[src/rtl/ft245_tx_sched_pkg.sv]
// ft245_pkg: shared definitions for the FT245 transmit scheduler and the
// receive path. Holds the 3-bit state encoding, the default strobe timing
// and the helper that sizes the state cycle counter.
package ft245_pkg;

  typedef enum logic [2:0] {
    ST_IDLE    = 3'd0,
    ST_SETUP   = 3'd1,
    ST_STROBE  = 3'd2,
    ST_HOLD    = 3'd3,
    ST_RECOVER = 3'd4,
    ST_FLUSH   = 3'd5
  } ft245_state_e;

  localparam int unsigned FT245_DATA_WIDTH     = 8;
  localparam int unsigned FT245_SETUP_CYCLES   = 1;
  localparam int unsigned FT245_WR_CYCLES      = 2;
  localparam int unsigned FT245_HOLD_CYCLES    = 1;
  localparam int unsigned FT245_RECOVER_CYCLES = 3;
  localparam int unsigned FT245_SI_CYCLES      = 2;

  // Counter width: clog2 of the largest phase length, plus one bit of headroom.
  function automatic int unsigned ft245_cnt_width(
    input int unsigned a,
    input int unsigned b,
    input int unsigned c,
    input int unsigned d,
    input int unsigned e
  );
    int unsigned m;
    m = a;
    if (b > m) m = b;
    if (c > m) m = c;
    if (d > m) m = d;
    if (e > m) m = e;
    return $clog2(m) + 1;
  endfunction

endpackage

[src/rtl/ft245_tx_sched_if.sv]
// ft245_tx_sched_if: fifo read port plus FT245 pin bundle seen by the
// transmit scheduler. master = scheduler, slave = fifo/pin environment.
interface ft245_tx_sched_if #(
  parameter int unsigned DATA_WIDTH = 8
);
  logic [DATA_WIDTH-1:0] rdata;
  logic                  rempty;
  logic                  rinc;
  logic                  txe_n;
  logic                  flush_req;
  logic [DATA_WIDTH-1:0] d;
  logic                  d_oe;
  logic                  wr;
  logic                  si_wu_n;
  logic                  busy;

  modport master (
    input  rdata, rempty, txe_n, flush_req,
    output rinc, d, d_oe, wr, si_wu_n, busy
  );

  modport slave (
    output rdata, rempty, txe_n, flush_req,
    input  rinc, d, d_oe, wr, si_wu_n, busy
  );
endinterface

[src/rtl/ft245_tx_sched_sync_2ff.sv]
// sync_2ff: two-flop synchroniser for a single asynchronous level with a
// configurable reset value (TXE# idles high, so the scheduler uses 1).
module sync_2ff #(
  parameter logic RST_VAL = 1'b1
) (
  input  logic clk,
  input  logic rst_n,
  input  logic i_d,
  output logic o_q
);
  logic r_meta;
  logic r_sync;

  // Two-stage capture of the asynchronous input.
  always_ff @(posedge clk or negedge rst_n) begin
    if (!rst_n) begin
      r_meta <= RST_VAL;
      r_sync <= RST_VAL;
    end else begin
      r_meta <= i_d;
      r_sync <= r_meta;
    end
  end

  assign o_q = r_sync;
endmodule

[src/rtl/ft245_tx_sched.sv]
// ft245_tx_sched: drains the async fifo read side into the FT245 write port.
// Each byte: pop + drive data, hold SETUP, WR high, hold, recover. A latched
// flush request pulses SI/WU# once the fifo is empty.
// Optional: define FT245_TX_STATS_EN to add tx_count / flush_count outputs.
module ft245_tx_sched
  import ft245_pkg::*;
#(
  parameter int unsigned DATA_WIDTH     = FT245_DATA_WIDTH,
  parameter int unsigned SETUP_CYCLES   = FT245_SETUP_CYCLES,
  parameter int unsigned WR_CYCLES      = FT245_WR_CYCLES,
  parameter int unsigned HOLD_CYCLES    = FT245_HOLD_CYCLES,
  parameter int unsigned RECOVER_CYCLES = FT245_RECOVER_CYCLES,
  parameter int unsigned SI_CYCLES      = FT245_SI_CYCLES
) (
  input  logic                  rclk,
  input  logic                  rrst_n,
  ft245_tx_sched_if.master      bus
`ifdef FT245_TX_STATS_EN
  ,
  output logic [31:0]           tx_count,
  output logic [15:0]           flush_count
`endif
);

  localparam int unsigned CNT_W = ft245_cnt_width(SETUP_CYCLES, WR_CYCLES,
                                                  HOLD_CYCLES, RECOVER_CYCLES,
                                                  SI_CYCLES);
  // Counter counts down to zero, so each phase reloads with length-1.
  localparam logic [CNT_W-1:0] SETUP_LD = CNT_W'(SETUP_CYCLES - 1);
  localparam logic [CNT_W-1:0] WR_LD    = CNT_W'(WR_CYCLES - 1);
  localparam logic [CNT_W-1:0] HOLD_LD  = CNT_W'(HOLD_CYCLES - 1);
  localparam logic [CNT_W-1:0] REC_LD   = CNT_W'(RECOVER_CYCLES - 1);
  localparam logic [CNT_W-1:0] SI_LD    = CNT_W'(SI_CYCLES - 1);

  ft245_state_e          r_state;
  logic [CNT_W-1:0]      r_cnt;
  logic                  r_flush;
  logic                  r_rinc;
  logic [DATA_WIDTH-1:0] r_d;
  logic                  r_d_oe;
  logic                  r_wr;
  logic                  r_si_wu_n;
  logic                  r_busy;

  logic w_txe_s;
  logic w_cnt_zero;
  logic w_pop;
  logic w_flush_go;
  logic w_flush_exit;

  sync_2ff #(.RST_VAL(1'b1)) u_txe_sync (
    .clk   (rclk),
    .rst_n (rrst_n),
    .i_d   (bus.txe_n),
    .o_q   (w_txe_s)
  );

  assign w_cnt_zero   = (r_cnt == {CNT_W{1'b0}});
  // Data wins over flush; flush only once the fifo has drained.
  assign w_pop        = (r_state == ST_IDLE) && !bus.rempty && !w_txe_s;
  assign w_flush_go   = (r_state == ST_IDLE) && !w_pop && r_flush &&
                        bus.rempty && !w_txe_s;
  assign w_flush_exit = (r_state == ST_FLUSH) && w_cnt_zero;

  // Sticky flush flag: a new request wins over the clear on FLUSH exit.
  always_ff @(posedge rclk or negedge rrst_n) begin
    if (!rrst_n) begin
      r_flush <= 1'b0;
    end else begin
      r_flush <= bus.flush_req | (r_flush & ~w_flush_exit);
    end
  end

  // Byte/flush sequencer with registered pin outputs.
  always_ff @(posedge rclk or negedge rrst_n) begin
    if (!rrst_n) begin
      r_state   <= ST_IDLE;
      r_cnt     <= {CNT_W{1'b0}};
      r_rinc    <= 1'b0;
      r_d       <= {DATA_WIDTH{1'b0}};
      r_d_oe    <= 1'b0;
      r_wr      <= 1'b0;
      r_si_wu_n <= 1'b1;
      r_busy    <= 1'b0;
    end else begin
      r_rinc <= 1'b0;
      case (r_state)
        ST_IDLE: begin
          if (w_pop) begin
            r_d     <= bus.rdata;
            r_d_oe  <= 1'b1;
            r_rinc  <= 1'b1;
            r_cnt   <= SETUP_LD;
            r_busy  <= 1'b1;
            r_state <= ST_SETUP;
          end else if (w_flush_go) begin
            r_si_wu_n <= 1'b0;
            r_cnt     <= SI_LD;
            r_busy    <= 1'b1;
            r_state   <= ST_FLUSH;
          end else begin
            r_state <= ST_IDLE;
          end
        end
        ST_SETUP: begin
          if (w_cnt_zero) begin
            r_wr    <= 1'b1;
            r_cnt   <= WR_LD;
            r_state <= ST_STROBE;
          end else begin
            r_cnt <= r_cnt - {{(CNT_W-1){1'b0}}, 1'b1};
          end
        end
        ST_STROBE: begin
          if (w_cnt_zero) begin
            r_wr    <= 1'b0;
            r_cnt   <= HOLD_LD;
            r_state <= ST_HOLD;
          end else begin
            r_cnt <= r_cnt - {{(CNT_W-1){1'b0}}, 1'b1};
          end
        end
        ST_HOLD: begin
          if (w_cnt_zero) begin
            r_d_oe  <= 1'b0;
            r_cnt   <= REC_LD;
            r_state <= ST_RECOVER;
          end else begin
            r_cnt <= r_cnt - {{(CNT_W-1){1'b0}}, 1'b1};
          end
        end
        ST_RECOVER: begin
          if (w_cnt_zero) begin
            r_busy  <= 1'b0;
            r_state <= ST_IDLE;
          end else begin
            r_cnt <= r_cnt - {{(CNT_W-1){1'b0}}, 1'b1};
          end
        end
        ST_FLUSH: begin
          if (w_cnt_zero) begin
            r_si_wu_n <= 1'b1;
            r_cnt     <= REC_LD;
            r_state   <= ST_RECOVER;
          end else begin
            r_cnt <= r_cnt - {{(CNT_W-1){1'b0}}, 1'b1};
          end
        end
        default: begin
          r_d_oe    <= 1'b0;
          r_wr      <= 1'b0;
          r_si_wu_n <= 1'b1;
          r_busy    <= 1'b0;
          r_cnt     <= {CNT_W{1'b0}};
          r_state   <= ST_IDLE;
        end
      endcase
    end
  end

  assign bus.rinc    = r_rinc;
  assign bus.d       = r_d;
  assign bus.d_oe    = r_d_oe;
  assign bus.wr      = r_wr;
  assign bus.si_wu_n = r_si_wu_n;
  assign bus.busy    = r_busy;

`ifdef FT245_TX_STATS_EN
  logic [31:0] r_tx_count;
  logic [15:0] r_flush_count;

  // Free-running byte and flush counters, wrapping at their width.
  always_ff @(posedge rclk or negedge rrst_n) begin
    if (!rrst_n) begin
      r_tx_count    <= 32'd0;
      r_flush_count <= 16'd0;
    end else begin
      if (w_pop) begin
        r_tx_count <= r_tx_count + 32'd1;
      end else begin
        r_tx_count <= r_tx_count;
      end
      if (w_flush_go) begin
        r_flush_count <= r_flush_count + 16'd1;
      end else begin
        r_flush_count <= r_flush_count;
      end
    end
  end

  assign tx_count    = r_tx_count;
  assign flush_count = r_flush_count;
`endif

endmodule

[src/flat_wrapper.sv]
// flat-port wrapper written by rule: the top's interface ports become plain ports
module ft245_tx_sched_flat import ft245_pkg::*;
#(
  parameter int unsigned DATA_WIDTH     = FT245_DATA_WIDTH,
  parameter int unsigned SETUP_CYCLES   = FT245_SETUP_CYCLES,
  parameter int unsigned WR_CYCLES      = FT245_WR_CYCLES,
  parameter int unsigned HOLD_CYCLES    = FT245_HOLD_CYCLES,
  parameter int unsigned RECOVER_CYCLES = FT245_RECOVER_CYCLES,
  parameter int unsigned SI_CYCLES      = FT245_SI_CYCLES
)
  (rclk, rrst_n, bus_rdata, bus_rempty, bus_txe_n, bus_flush_req, bus_rinc, bus_d, bus_d_oe, bus_wr, bus_si_wu_n, bus_busy);
  ft245_tx_sched_if #(.DATA_WIDTH(DATA_WIDTH)) bus_i ();
  input  logic rclk;
  input  logic rrst_n;
  input wire logic [$bits(bus_i.rdata)-1:0] bus_rdata;
  input wire logic [$bits(bus_i.rempty)-1:0] bus_rempty;
  input wire logic [$bits(bus_i.txe_n)-1:0] bus_txe_n;
  input wire logic [$bits(bus_i.flush_req)-1:0] bus_flush_req;
  output wire logic [$bits(bus_i.rinc)-1:0] bus_rinc;
  output wire logic [$bits(bus_i.d)-1:0] bus_d;
  output wire logic [$bits(bus_i.d_oe)-1:0] bus_d_oe;
  output wire logic [$bits(bus_i.wr)-1:0] bus_wr;
  output wire logic [$bits(bus_i.si_wu_n)-1:0] bus_si_wu_n;
  output wire logic [$bits(bus_i.busy)-1:0] bus_busy;
  assign bus_i.rdata = bus_rdata;
  assign bus_i.rempty = bus_rempty;
  assign bus_i.txe_n = bus_txe_n;
  assign bus_i.flush_req = bus_flush_req;
  assign bus_rinc = bus_i.rinc;
  assign bus_d = bus_i.d;
  assign bus_d_oe = bus_i.d_oe;
  assign bus_wr = bus_i.wr;
  assign bus_si_wu_n = bus_i.si_wu_n;
  assign bus_busy = bus_i.busy;
  ft245_tx_sched #(.DATA_WIDTH(DATA_WIDTH), .SETUP_CYCLES(SETUP_CYCLES), .WR_CYCLES(WR_CYCLES), .HOLD_CYCLES(HOLD_CYCLES), .RECOVER_CYCLES(RECOVER_CYCLES), .SI_CYCLES(SI_CYCLES)) u_core (.rclk(rclk), .rrst_n(rrst_n), .bus(bus_i));
endmodule
[config.mk]
export PLATFORM = sky130hd
export DESIGN_NAME = ft245_tx_sched_flat
export DESIGN_NICKNAME = d
export VERILOG_FILES = /design/src/rtl/ft245_tx_sched_pkg.sv /design/src/rtl/ft245_tx_sched_if.sv /design/src/rtl/ft245_tx_sched_sync_2ff.sv /design/src/rtl/ft245_tx_sched.sv /design/src/flat_wrapper.sv
export SDC_FILE = /design/constraint.sdc
export NUM_CORES = 1
export LEC_CHECK = 0
export CORE_UTILIZATION = 45
export DETAILED_ROUTE_END_ITERATION = 12
export PLACE_DENSITY = 0.74
export SYNTH_ARGS = -nofsm -noshare
export SYNTH_HDL_FRONTEND = slang
export SYNTH_SLANG_ARGS = --single-unit
[constraint.sdc]
create_clock -name rclk -period 2.1 [get_ports rclk]
set_input_delay 0.525 -clock rclk [delete_from_list [all_inputs] [get_ports rclk]]
set_output_delay 0.525 -clock rclk [all_outputs]
set_load 0.05 [all_outputs]
==> results of run 1 <==
[metrics by stage]
stage / cell area [um^2] / std cells / hold slack [ns] / total power, uW
after CTS: 1370 / 152 / 0.365 / 2260
after global placement: 1340 / 148 / 0.345 / 2010
final: 1370 / 152 / 0.363 / 2250
after detailed placement: 1340 / 148 / 0.347 / 2030
after global routing: 1370 / 152 / 0.375 / 2390
after floorplan: 1080 / 99 / 0.229 / 1700
[kinds of logic after synthesis]
logic type	share of synthesized area [%]
AOI/OAI and AO/OA	15.7
and+or+nand+nor	14.8
DFF	51.3
buffers and inverters	5.67
muxes	9.38
adders and majority gates	2.31
xor gates and xnor gates	0.810
[how the worst max path moves through the flow]
stage / from / to / slack, ns / depth (start not counted)
after floorplan: u_core.r_cnt[0]$_DFFE_PN0P_ / u_core.r_state[0]$_DFFE_PN0P_ / 0.66 / 6
after global placement: bus_rempty / u_core.r_state[0]$_DFFE_PN0P_ / 0.23 / 5
after detailed placement: bus_rempty / u_core.r_state[0]$_DFFE_PN0P_ / 0.17 / 5
after CTS: u_core.bus.d_oe$_DFFE_PN0P_ / bus_d_oe / 0.07 / 1
after global routing: u_core.bus.d_oe$_DFFE_PN0P_ / bus_d_oe / 0.02 / 1
final: u_core.bus.d_oe$_DFFE_PN0P_ / bus_d_oe / 0.07 / 1
[state kept, by name (all words and copies together), names as in the netlist]
| name | cells |
|---|---|
| u_core.bus.d_oe | 1 |
| u_core.r_cnt | 3 |
| u_core.bus.si_wu_n | 1 |
| u_core.bus.busy | 1 |
| u_core.bus.wr | 1 |
| u_core.bus.d | 8 |
| u_core.u_txe_sync.r_meta | 1 |
| u_core.r_flush | 1 |
| u_core.u_txe_sync.o_q | 1 |
| u_core.r_state | 3 |
| u_core.bus.rinc | 1 |
[report_power, final]
part           internal, uW  switching [uW]  total (uW)
combinational           504             727        1230
sequential              594             189         784
clock                   106             125         231
[routing by layer]
layer,share of wire [%],routed length (um)
met5,0,0
met4,1.2,24
met3,2.7,51
met2,49,952
met1,47,895
[cell usage after synthesis (all sizes together), types with 2 or more instances]
cell / n
mux2: 9
inv: 5
nand3: 2
o211ai: 3
buf: 6
dfrtp: 19
ha: 2
nor2: 7
nand2: 5
a21oi: 8
nor2b: 3
o21ai: 6
o22ai: 3
dfstp: 3
nand2b: 3
[area by class of cell]
cell class / count / area (um^2)
flip-flops and latches: 22 / 554
clock buffers: 4 / 36.3
well taps: 28 / 35.0
repair buffers: 27 / 263
multi-input cells: 66 / 465
inverters: 5 / 18.8
fillers: 190 / 861
==> impl_results.md, run 1 <==
* Status: completed
* Post-synthesis register bit count at 22
* Critical R2R Launch: u_core.r_cnt[0]$_DFFE_PN0P_
* Max incr delay on CP at roughly 0.81 ns
* Gp weighted congestion at between 0.7 and 0.8
* Post-DP HPWL at between 1 and 1.5 mm
* I/O Pins at 26
* Max frequency at approximately 0.49 GHz
* Wire length of the first global-routing pass at between 3 and 4 mm
* Cell taking the most area after synthesis: dfrtp_1
* Fraction of layout cells with a size suffix above 1 at between 10% and 20%
* TritonCTS clock tree: yes
* Vias in the first global route at between 700 and 800
* Worst-skew pair later-pin latency at 0.30 ns
* Initial antenna violation count at 0
* Worst Reg-to-Reg Cells at 6
* Min-delay src: u_core.u_txe_sync.r_meta$_DFF_PN1_
* Cts bufs inserted at 3
* Synth cell types at 32
* Root Buffer: clkbuf_4
* Die W at roughly 51 um
* Starting Density at between 40% and 50%
* Synthesis warning total at 0
* # clock sinks at 22
* DR vias/cell at approximately 5.4
* M3 GR Usage at under 10%
* Final WS setup at 0.0705 ns
* Setup crit end kind: primary output
* Post-Syn Nets at about 110
* Final setup vio count at 0
* Family with the most delay on the worst path: buffers and inverters
* Cts hold-fix bufs at 0
* Max Cap Viol at 0
* DRC Markers at 0
* Startpoint types: flip-flop
* Hold/Removal Path Class: reg -> reg
* WHS Endpoint: u_core.u_txe_sync.o_q$_DFF_PN1_
* Diodes inserted at 0
* Post-CTS setup buffers at 0
* NumNets Final at between 100 and 150
* RSZ-0062 raised after global routing: false
* Post-synth EDFFs at 0
* Max FO, Critical Path at 3
* Mean Syn Cell Area at between 10 and 15 um^2
* Initial DRC count at 11
* Core Region at 0.00223 mm^2
* H-tree level count at 1
* Met2 usage at around a quarter
* Global Route met1 Usage at a little under a quarter
* Min Tclk post-route at around 2 ns
* Final period util at between 90 and 100%
* Die Y at between 50 and 60 um
* Worst EP required at approximately 1.6 ns
* Layout area overhead at 27.0%
* Yosys top cell area share at a little over two fifths
* Cell area after synthesis at approximately 0.0011 mm^2
* Row count at 17
* Util after Layout at between 60% and 70%
* Port bufs at 25
* DRT antenna net count at 0
* Dpl ws at between 0.15 and 0.2 ns
* PostCTS Resize Cnt at 0
* Routed vias at between 800 and 900
* Final setup TNS at 0 ns
* Clock tree buffer depth at 2
* Drt pass-1 iters at 4
* Global router's overall resource usage at between 10% and 20%
* WL/cell at 12.7 um
* Max Clock Skew at 0.00659 ns
* Maximum vdd ir drop at 0.00112 V
* Hold path cells at 0
* Worst path bufs/invs at 1
* GRT Max-Usage Layer: met2
* Arrival @ worst endpoint at about 1.5 ns
* Cells along the critical path: clkdlybuf4s50_1
* Commonest non-fill, non-tap cells in the layout: clkdlybuf4s50_1 (24), dfrtp_1 (19), mux2_2 (9)
* CP max-delay cell: clkdlybuf4s50_1
* Drt total wl at 1.92 mm
* Final hold violation count at 0
* Slew Viols, Final at 0
* Worst R2R End: u_core.r_cnt[0]$_DFFE_PN0P_
* Post-synthesis cell count at 99
* Dominant cells by area after synthesis: dfrtp_1 (44%), mux2_2 (9.4%), dfstp_2 (7.3%)
* Most common cell after layout, fill and taps aside: clkdlybuf4s50_1
* Reg2reg setup slack at 0.53 ns
* Register area share after synthesis at between 50 and 60%
* Clock-pin slew on the worst setup and hold paths at 0.12 ns
* Ys flop type: dfrtp_1
* Die area at between 0.002 and 0.003 mm^2
* Leakage at around 0.00058 uW
* Pwr dens at 1640 mW/mm^2
* Largest net degree at the start of global routing at 23
* Critical path class: reg -> out
* Grt ovf at 0
* Worst Tran Pin Value at a little under 0.6 ns
* Slew headroom at between 60% and 70%
* Async SR Flop Fraction at 100%
Power figures use the tool's default switching activity.
==> run 2: changes to the inputs <==
- CAP_MARGIN: unset -> 20
==> results of run 2 <==
Final layout, timing and power as in run 1 (identical DEF).
==> run 3: changes to the inputs <==
- PLACE_DENSITY: 0.74 -> 0.81
==> impl_results.md, run 3 (same netlist as run 1, synthesis figures left out) <==
* Die Y at 51.0 um (unchanged)
* Worst R2R End: u_core.r_cnt[0]$_DFFE_PN0P_ (unchanged)
* Util after Layout at 61.5% (unchanged)
* Max reg flops at 8 (unchanged)
* TritonCTS clock tree: yes (unchanged)
* Die W at 51.0 um (unchanged)
* Max FO, Critical Path at 3 (unchanged)
* H-tree level count at 1 (unchanged)
* Crit path to: bus_d_oe (unchanged)
* Most common cell after layout, fill and taps aside: clkdlybuf4s50_1 (unchanged)
* Cell area after layout at 0.00137 mm^2 (unchanged)
* Final setup TNS at 0 ns (unchanged)
* Worst-skew pair later-pin latency at 0.31 ns (was 0.30 ns)
* RSZ-0062 raised after global routing: false (unchanged)
* NumNets Final at 140 (unchanged)
* Met3 wire len at 76 um (was 51 um)
* Final hold violation count at 0 (unchanged)
* Largest net degree at the start of global routing at 23 (unchanged)
* # clock sinks at 22 (unchanged)
* Port bufs at 25 (unchanged)
* Cts hold-fix bufs at 0 (unchanged)
* Wire length of the first global-routing pass at 3.64 mm (was 3.29 mm)
* Worst Tran Pin Value at 0.574 ns (was 0.590 ns)
* Fraction of layout cells with a size suffix above 1 at 17.7% (unchanged)
* Post-DP HPWL at 1.62 mm (was 1.41 mm)
* Metal1 wirelength at 955 um (was 895 um)
* Pwr dens at 1660 mW/mm^2 (was 1640 mW/mm^2)
* Max Clock Skew at 0.00160 ns (was 0.00659 ns)
* Reg2reg setup slack at 0.34 ns (was 0.53 ns)
* Global router's overall resource usage at 19.3% (was 16.8%)
* PostCTS Resize Cnt at 0 (unchanged)
* Status: completed (unchanged)
* Core Region at 0.00223 mm^2 (unchanged)
* Combinational share of power at 55.8% (was 54.8%)
* Max Cap Viol at 0 (unchanged)
* Critical R2R Launch: u_core.r_cnt[0]$_DFFE_PN0P_ (unchanged)
* Grt ovf at 0 (unchanged)
* Fillers at 184 (was 190)
* Critical path class: reg -> out (unchanged)
* Clock-pin slew on the worst setup and hold paths at 0.12 ns (about the same)
* Total power at 2280 uW (was 2250 uW)
* Max Used Layer: met4 (unchanged)
* Hold/Removal Path Class: reg -> reg (unchanged)
* CP max-delay cell: clkdlybuf4s50_1 (unchanged)
* DR vias/cell at 5.47 (was 5.38)
* Crit path depth at 1 (unchanged)
* Gp weighted congestion at 0.877 (was 0.785)
* Initial DRC count at 15 (was 11)
* Vias in the first global route at 822 (was 772)
* Drt pass-1 iters at 4 (unchanged)
* Dpl cell area at 0.00134 mm^2 (unchanged)
* Worst EP required at 1.57 ns (about the same)
* Starting Density at 48.4% (unchanged)
* Initial antenna violation count at 0 (unchanged)
* Leakage at 0.000580 uW (about the same)
* Worst Reg-to-Reg Cells at 5 (was 6)
* Startpoint types: flip-flop (unchanged)
* Final setup vio count at 0 (unchanged)
* I/O Pins at 26 (unchanged)
* Clock share of power at 10.4% (was 10.3%)
* Cells along the critical path: clkdlybuf4s50_1 (unchanged)
* Family with the most delay on the worst path: buffers and inverters (unchanged)
* Arrival @ worst endpoint at 1.53 ns (was 1.50 ns)
* Seq pwr share at 33.9% (was 34.9%)
* Cts bufs inserted at 3 (unchanged)
* Maximum vdd ir drop at 0.00101 V (was 0.00112 V)
* Commonest non-fill, non-tap cells in the layout: clkdlybuf4s50_1 (24), dfrtp_1 (19), mux2_2 (9) (unchanged)
* Drt total wl at 2.23 mm (was 1.92 mm)
* Setup crit end kind: primary output (unchanged)
* DRC Markers at 0 (unchanged)
* Max incr delay on CP at 0.82 ns (was 0.81 ns)
* Layout area overhead at 27.0% (unchanged)
* Min-delay src: u_core.u_txe_sync.r_meta$_DFF_PN1_ (unchanged)
* Net Sw Frac at 47.2% (was 46.4%)
* Die area at 0.00260 mm^2 (unchanged)
* Minimum hold slack at 0.366 ns (was 0.363 ns)
* Crit path from: u_core.bus.d_oe$_DFFE_PN0P_ (unchanged)
* Max frequency at 0.487 GHz (was 0.493 GHz)
* DRT antenna net count at 0 (unchanged)
* Psw at 1070 uW (was 1040 uW)
* Root Buffer: clkbuf_4 (unchanged)
* Slew Viols, Final at 0 (unchanged)
* Clock tree buffer depth at 2 (unchanged)
* Met2 WL at 1.17 mm (was 952 um)
* Post-CTS setup buffers at 0 (unchanged)
* Row count at 17 (unchanged)
* Min Tclk post-route at 2.05 ns (was 2.03 ns)
* Diodes inserted at 0 (unchanged)
* Worst path bufs/invs at 1 (unchanged)
* Routed vias at 831 (was 818)
* WL/cell at 14.7 um (was 12.7 um)
* Slew headroom at 61.7% (was 60.6%)
* Final period util at 97.7% (was 96.6%)
* Pint at 1200 uW (about the same)
[run 3: final cells by class]
class	count	area (um^2)	area share (%)
timing repair buffer	27	263	19.1
multi-input combinational	66	465	33.9
tap	28	35.0	2.55
sequential	22	554	40.4
inverter	5	18.8	1.37
clock buffer	4	36.3	2.64
[run 3: metal layers]
layer,vias to the layer above,GRT usage (%)
met5,-,0
met1,411,22.9
met4,0,9.26
met2,16,32.5
met3,4,4.76
li1,400,-
[run 3: per-stage QoR]
stage / worst slack [ns] / std cells
2_1_floorplan: 0.660 / 99
3_3_place_gp: 0.217 / 148
3_5_place_dp: 0.170 / 148
4_1_cts: 0.0336 / 152
5_1_grt: 0.00555 / 152
6_report: 0.0473 / 152
[run 3: how the worst min path moves through the flow]
stage	depth (start not counted)	slack, ns	endpoint
global placement	0	0.35	u_core.u_txe_sync.o_q$_DFF_PN1_
CTS	0	0.37	u_core.u_txe_sync.o_q$_DFF_PN1_
detailed placement	0	0.35	u_core.u_txe_sync.o_q$_DFF_PN1_
finish	0	0.37	u_core.u_txe_sync.o_q$_DFF_PN1_
global route	0	0.37	u_core.u_txe_sync.o_q$_DFF_PN1_
floorplan	0	0.23	u_core.bus.busy$_DFFE_PN0P_
[run 3: power by group through the flow]
stage	clock network, uW	registers, uW	logic, uW
after global placement	0	768	1220
after CTS	243	771	1270
after detailed placement	0	781	1270
final	236	771	1270
after global routing	255	801	1360
after floorplan	0	1080	613
